**config.mk**
```make
export PLATFORM = sky130hd
export DESIGN_NAME = modexp_seq
export DESIGN_NICKNAME = d
export VERILOG_FILES = /design/src/rtl/alu_defs.sv /design/src/rtl/modexp_seq_pkg.sv /design/src/rtl/modexp_seq_modmul.sv /design/src/rtl/modexp_seq.sv
export SDC_FILE = /design/constraint.sdc
export NUM_CORES = 1
export LEC_CHECK = 0
export ABC_AREA = 1
export CAP_MARGIN = 10
export CORE_MARGIN = 2
export CORE_UTILIZATION = 35
export CTS_CLUSTER_DIAMETER = 150
export DETAILED_ROUTE_END_ITERATION = 6
export GPL_TIMING_DRIVEN = 0
export MAX_ROUTING_LAYER = met4
export SYNTH_ARGS = -nofsm -noshare
export SYNTH_HDL_FRONTEND = slang
export SYNTH_HIERARCHICAL = 1
export SYNTH_SLANG_ARGS = --single-unit
```
**constraint.sdc**
```tcl
create_clock -name clk_i -period 2.1 [get_ports clk_i]
set_input_delay 0.42 -clock clk_i [delete_from_list [all_inputs] [get_ports clk_i]]
set_output_delay 0.42 -clock clk_i [all_outputs]
set_load 0.02 [all_outputs]
```
**src/rtl/alu_defs.sv**
```systemverilog
// Opcode constants of the shared combinational arith unit.
package alu_defs;

  localparam logic [2:0] MOV_      = 3'd0;
  localparam logic [2:0] ARITH_ADD = 3'd1;
  localparam logic [2:0] ARITH_MOD = 3'd3;

endpackage

```
**src/rtl/modexp_seq_pkg.sv**
```systemverilog
// State and return-target types shared by modexp_seq and modmul_seq.
package modexp_defs;

  typedef enum logic [3:0] {
    ST_IDLE,
    ST_INIT_B,
    ST_INIT_R,
    ST_SKIP,
    ST_SQ_LOAD,
    ST_MUL_LOAD,
    ST_MM_WAIT,
    ST_EXP_STEP,
    ST_DONE
  } exp_state_t;

  typedef enum logic [2:0] {
    MM_IDLE,
    MM_DBL,
    MM_DBL_MOD,
    MM_ADD,
    MM_ADD_MOD,
    MM_STEP
  } mm_state_t;

  typedef enum logic {
    RET_SQ,
    RET_MUL
  } ret_t;

endpackage

```
**src/rtl/modexp_seq_modmul.sv**
```systemverilog
// Shift-and-add modular multiply (x * y mod modulus) built from ADD and MOD steps on the arith unit.
// Inputs are latched on start; done pulses the cycle after the last step, with the product on acc.
module modmul_seq
  import alu_defs::*;
  import modexp_defs::*;
#(
  parameter int N = 8
) (
  input  logic         clk,
  input  logic         rst,
  input  logic         start,
  input  logic [N-1:0] x,
  input  logic [N-1:0] y,
  input  logic [N-1:0] modulus,
  input  logic [N-1:0] alu_result,
  output logic         done,
  output logic [N-1:0] acc,
  output logic [N-1:0] alu_a,
  output logic [N-1:0] alu_b,
  output logic [2:0]   alu_opcode
);

  localparam int J_W = $clog2(N);

  mm_state_t      state;
  logic [N-1:0]   x_reg;
  logic [N-1:0]   y_reg;
  logic [J_W-1:0] j;

  always_comb begin
    alu_opcode = MOV_;
    alu_a      = '0;
    alu_b      = '0;
    case (state)
      MM_DBL: begin
        alu_opcode = ARITH_ADD;
        alu_a      = acc;
        alu_b      = acc;
      end
      MM_ADD: begin
        alu_opcode = ARITH_ADD;
        alu_a      = acc;
        alu_b      = x_reg;
      end
      MM_DBL_MOD, MM_ADD_MOD: begin
        alu_opcode = ARITH_MOD;
        alu_a      = acc;
        alu_b      = modulus;
      end
      default: ;
    endcase
  end

  // acc stays below modulus < 2^(N-1), so acc+acc and acc+x never overflow N bits
  always_ff @(posedge clk) begin
    if (rst) begin
      state <= MM_IDLE;
      x_reg <= '0;
      y_reg <= '0;
      acc   <= '0;
      j     <= '0;
      done  <= 1'b0;
    end else begin
      done <= 1'b0;
      case (state)
        MM_IDLE: begin
          if (start) begin
            x_reg <= x;
            y_reg <= y;
            acc   <= '0;
            j     <= J_W'(N - 1);
            state <= MM_DBL;
          end
        end
        MM_DBL: begin
          acc   <= alu_result;
          state <= MM_DBL_MOD;
        end
        MM_DBL_MOD: begin
          acc   <= alu_result;
          state <= y_reg[j] ? MM_ADD : MM_STEP;
        end
        MM_ADD: begin
          acc   <= alu_result;
          state <= MM_ADD_MOD;
        end
        MM_ADD_MOD: begin
          acc   <= alu_result;
          state <= MM_STEP;
        end
        MM_STEP: begin
          if (j == '0) begin
            done  <= 1'b1;
            state <= MM_IDLE;
          end else begin
            j     <= j - J_W'(1);
            state <= MM_DBL;
          end
        end
        default: state <= MM_IDLE;
      endcase
    end
  end

endmodule

```
**src/rtl/modexp_seq.sv**
```systemverilog
// Modular exponentiation sequencer: base^exp mod n by left-to-right square-and-multiply on the arith unit.
// Optional build macro MODEXP_SKIP_LZ_EN skips leading zero exponent bits (1 cycle each) before squaring.
module modexp_seq
  import alu_defs::*;
  import modexp_defs::*;
#(
  parameter int N = 8
) (
  input  logic         clk_i,
  input  logic         rst_i,
  input  logic         start_i,
  input  logic [N-1:0] base_i,
  input  logic [N-1:0] exp_i,
  input  logic [N-1:0] mod_i,
  output logic         busy_o,
  output logic         done_o,
  output logic         error_o,
  output logic [N-1:0] result_o,
  output logic [N-1:0] alu_a_o,
  output logic [N-1:0] alu_b_o,
  output logic [2:0]   alu_opcode_o,
  input  logic [N-1:0] alu_result_i
);

  localparam int K_W = $clog2(N);

  exp_state_t     state;
  ret_t           ret;
  logic [N-1:0]   base_reg;
  logic [N-1:0]   exp_reg;
  logic [N-1:0]   n_reg;
  logic [N-1:0]   b_reg;
  logic [N-1:0]   r_reg;
  logic [K_W-1:0] k;

  logic           mm_start;
  logic           mm_done;
  logic [N-1:0]   mm_y;
  logic [N-1:0]   mm_acc;
  logic [N-1:0]   mm_alu_a;
  logic [N-1:0]   mm_alu_b;
  logic [2:0]     mm_alu_opcode;

  // ST_SKIP doubles as the square load once it reaches the leading one
  assign mm_start = (state == ST_SQ_LOAD) || (state == ST_MUL_LOAD) ||
                    ((state == ST_SKIP) && exp_reg[k]);
  assign mm_y     = (state == ST_MUL_LOAD) ? b_reg : r_reg;

  modmul_seq #(.N(N)) u_modmul (
    .clk        (clk_i),
    .rst        (rst_i),
    .start      (mm_start),
    .x          (r_reg),
    .y          (mm_y),
    .modulus    (n_reg),
    .alu_result (alu_result_i),
    .done       (mm_done),
    .acc        (mm_acc),
    .alu_a      (mm_alu_a),
    .alu_b      (mm_alu_b),
    .alu_opcode (mm_alu_opcode)
  );

  always_comb begin
    alu_opcode_o = MOV_;
    alu_a_o      = '0;
    alu_b_o      = '0;
    case (state)
      ST_INIT_B: begin
        alu_opcode_o = ARITH_MOD;
        alu_a_o      = base_reg;
        alu_b_o      = n_reg;
      end
      ST_INIT_R: begin
        alu_opcode_o = ARITH_MOD;
        alu_a_o      = N'(1);
        alu_b_o      = n_reg;
      end
      ST_MM_WAIT: begin
        alu_opcode_o = mm_alu_opcode;
        alu_a_o      = mm_alu_a;
        alu_b_o      = mm_alu_b;
      end
      default: ;
    endcase
  end

  always_ff @(posedge clk_i) begin
    if (rst_i) begin
      state    <= ST_IDLE;
      ret      <= RET_SQ;
      base_reg <= '0;
      exp_reg  <= '0;
      n_reg    <= '0;
      b_reg    <= '0;
      r_reg    <= '0;
      k        <= '0;
      busy_o   <= 1'b0;
      done_o   <= 1'b0;
      error_o  <= 1'b0;
      result_o <= '0;
    end else begin
      done_o <= 1'b0;
      case (state)
        ST_IDLE: begin
          if (start_i) begin
            base_reg <= base_i;
            exp_reg  <= exp_i;
            n_reg    <= mod_i;
            k        <= K_W'(N - 1);
            busy_o   <= 1'b1;
            if (mod_i == '0 || mod_i[N-1]) begin
              error_o  <= 1'b1;
              result_o <= '0;
              done_o   <= 1'b1;
              state    <= ST_DONE;
            end else begin
              error_o <= 1'b0;
              state   <= ST_INIT_B;
            end
          end
        end
        ST_INIT_B: begin
          b_reg <= alu_result_i;
          state <= ST_INIT_R;
        end
        ST_INIT_R: begin
          r_reg <= alu_result_i;
`ifdef MODEXP_SKIP_LZ_EN
          state <= ST_SKIP;
`else
          state <= ST_SQ_LOAD;
`endif
        end
        ST_SKIP: begin
          if (exp_reg[k]) begin
            ret   <= RET_SQ;
            state <= ST_MM_WAIT;
          end else if (k == '0) begin
            result_o <= r_reg;
            done_o   <= 1'b1;
            state    <= ST_DONE;
          end else begin
            k <= k - K_W'(1);
          end
        end
        ST_SQ_LOAD: begin
          ret   <= RET_SQ;
          state <= ST_MM_WAIT;
        end
        ST_MUL_LOAD: begin
          ret   <= RET_MUL;
          state <= ST_MM_WAIT;
        end
        ST_MM_WAIT: begin
          if (mm_done) begin
            r_reg <= mm_acc;
            state <= (ret == RET_SQ && exp_reg[k]) ? ST_MUL_LOAD : ST_EXP_STEP;
          end
        end
        ST_EXP_STEP: begin
          if (k == '0) begin
            result_o <= r_reg;
            done_o   <= 1'b1;
            state    <= ST_DONE;
          end else begin
            k     <= k - K_W'(1);
            state <= ST_SQ_LOAD;
          end
        end
        ST_DONE: begin
          busy_o <= 1'b0;
          state  <= ST_IDLE;
        end
        default: state <= ST_IDLE;
      endcase
    end
  end

endmodule

```
==> results.cfg <==
[clocking]
htreeDepth = 3
cts_tree = yes
clk_pin_slew_ns = 0.07
numCtsBuffers = 9
cts.sinks = 90
clkLatencyLatePin_ns = 0.34
clock-root-buffer = clkbuf_16
holdBufCountCts = 0
cts.path.max_buffers = 2

[logic_synthesis]
yosys-top-cells-count = 133 x nand2_1, 90 x dfxtp_1, 72 x o21ai_0, 70 x inv_1, 57 x a21oi_1
synthTopCellsByArea = dfxtp_1 42%, nand2_1 12%, o21ai_0 8.3%, a21oi_1 6.6%, inv_1 6.1%
synth_top_family_by_area = simple AND/OR/NAND/NOR gates
synthFlopType = dfxtp_1
yosysSeqAreaShare_pct = 41.6
synth-seq-cells = 90
synth_xor_area_share_pct = 0.202
synthAdderAreaFrac_pct = 1.16
synth-compound-area-share_pct = 21.5
synthMostInstantiatedCell = nand2_1
yosysWarningCount = 6
synth-simple-area-share_pct = 23.4
syn_area_per_cell_um2 = 7.24
synth-async-reset-ratio_pct = 0
synth_top_cell_by_area = dfxtp_1
synthCells = 598
synth_top_area_share_pct = 41.6
syn-cell-area_mm2 = 0.00433
syn-num-nets = 637
synth_edf_count = 0
synthDistinctLibCells = 37
synth_mux_area_share_pct = 2.08

[cells_and_area]
fin_util_pct = 46.8
drive_above_1_share_pct = 21.8
design_area_mm2 = 0.00564
fin_nets = 722
antenna_cells = 0
syn2layout_area_growth_pct = 30.3

[timing]
fin_ws_ns = -0.0732
period_needed_ns = 2.17
finalHoldViolCount = 0
whs_ns = 0.452
slew_headroom_pct = 64.4
fin_crit_sh_pct = 103
setup_viol = 13
rsz0062_at_grt = true
drv_slew = 0
worstMarginPinSlew_ns = 0.534
final.setup.tns_ns = -0.649
fmax_ghz = 0.460
fin_worst_skew_ns = 0.00709

[setup_path]
setup.worst_path.end = alu_a_o[0]
rrSetupSlack_ns = 0.15
required_ns = 1.68
reg2reg_depth = 11
startpoint = u_modmul/state[0]
crit_arrival_ns = 1.75
crit_path_max_fanout = 5
cp-start-kind = flop
timing.rr.end = u_modmul/x_reg[6]
end_kind = output pin
r2r-start = state[3]
criticalPathCategory = reg2out

[die]
dieArea_mm2 = 0.0133
initial_core_util_pct = 35.9
die_w_um = 115
die_h_um = 115
core_area_mm2 = 0.0121
placementRows = 40
io-pin-count = 65

[drt]
drt-initial-drc-count = 230
num_vias = 4135
wl_um = 12100
routed_via_density = 4.83
routedWlPerCell_um = 14.2
firstDrtPassIters = 6
ant_nets = 0
drcViolationCount = 0

[pwr]
power_switching_uw = 1780
clockPowerShare_pct = 30.6
p_seq_share_pct = 40.7
combPwrFrac_pct = 28.8
power_density_mw_per_mm2 = 928
power_uw = 5230
ir_drop_uv = 362
p_int_uw = 3460
power_leakage_uw = 0.00226
swShare_pct = 33.9

[outcome]
violations = setup timing
status = finished with violations

[min_path]
holdCritPathClass = reg2reg

[placed_design]
port_buffers = 63
gp_congestion = 0.842
dpl_cell_area_mm2 = 0.00517
dp_hpwl_um = 9080

[grt]
first_global_vias = 3999
use_met3_pct = 2.11
use_met1_pct = 26.3
antenna_found_initial = 0
grt_overflow_total = 0
grt_max_degree = 16
grt_usage_pct = 19.6
busiest_layer = met2
grt_util_met2_pct = 31.3
grt_pass1_wl_um = 20000

[flow_run]
cap_violations = 0
[critical path: stages, from the launching register on]
cell	delay (ns)
dfxtp_4	0.39
inv_6	0.04
nand2_4	0.07
nor2_4	0.05
nor2_4	0.21
o21ai_4	0.12
buf_6	0.15
nand2_1	0.05
inv_1	0.04
nand2_1	0.05
o211ai_1	0.08
buf_4	0.17
[timing repair]
action,CTS,global route
cloned,2,0
setup endpoints to repair,23,34
pin swaps,3,6
resized for setup,140,37
buffers inserted,4,5
[routing by layer]
metal	wire length (um)	up-vias	share of wire (%)
li1	-	2118	-
met1	5900	1906	49
met2	5610	100	46
met3	466	11	3.8
met4	146	0	1.2
met5	0	-	0
[layout by cell type, fill, tap and decap left out, types with 8 or more instances in the layout]
cell | Yosys | final
nand2_1 | 133 | 121
dfxtp_1 | 90 | 83
inv_1 | 70 | 63
a21oi_1 | 57 | 57
o21ai_0 | 72 | 55
clkdlybuf4s50_1 | 0 | 45
nor2_1 | 34 | 32
nand3_1 | 30 | 29
buf_4 | 2 | 19
nand2_2 | 4 | 15
inv_2 | 11 | 13
clkbuf_1 | 12 | 11
o21ai_1 | 1 | 11
o211ai_1 | 10 | 10
buf_2 | 5 | 10
o21ai_2 | 3 | 9
clkbuf_16 | 0 | 9
buf_6 | 2 | 8
mux2_2 | 8 | 8
a21oi_2 | 8 | 8
[cell families after synthesis]
group	after synthesis
and+or+nand+nor	224
AOI/OAI and AO/OA	164
buffers and inverters	106
DFF	90
muxes	8
adders and majority gates	4
other	1
xor gates and xnor gates	1
[stage by stage]
step	setup WS (ns)	cells
detailed placement	-0.383	829
floorplan	0.205	598
global route	-0.173	856
CTS	-0.0702	851
finish	-0.0732	856
global placement	-0.361	829
[cell type report]
cell class	instances	area (um2)
tap	168	210
clock buffer	9	225
timing repair inverter	1	7.51
timing repair buffer	73	661
clock inverter	7	67.6
buffer	23	129
multi-input combinational	402	2190
fill	1195	6420
sequential	90	1820
inverter	83	332
[worst min-delay path by stage]
| stage | cells past startpoint | from | end | slack [ns] |
|---|---|---|---|---|
| 2_1_floorplan | 2 | base_reg[1] | base_reg[1] | 0.42 |
| 3_3_place_gp | 2 | base_reg[2] | base_reg[2] | 0.43 |
| 3_5_place_dp | 2 | base_reg[6] | base_reg[6] | 0.44 |
| 4_1_cts | 2 | base_reg[6] | base_reg[6] | 0.46 |
| 5_1_grt | 2 | base_reg[2] | base_reg[2] | 0.48 |
| 6_report | 2 | base_reg[6] | base_reg[6] | 0.45 |
[power groups by stage]
stage / sequential, uW / clock (uW) / combinational [uW]
after floorplan: 2090 / 0 / 841
after global placement: 2140 / 0 / 1170
after detailed placement: 2150 / 0 / 1180
after CTS: 2120 / 1620 / 1380
after global routing: 2160 / 1690 / 1670
final: 2130 / 1600 / 1510
(Power assumes the default switching activity.)
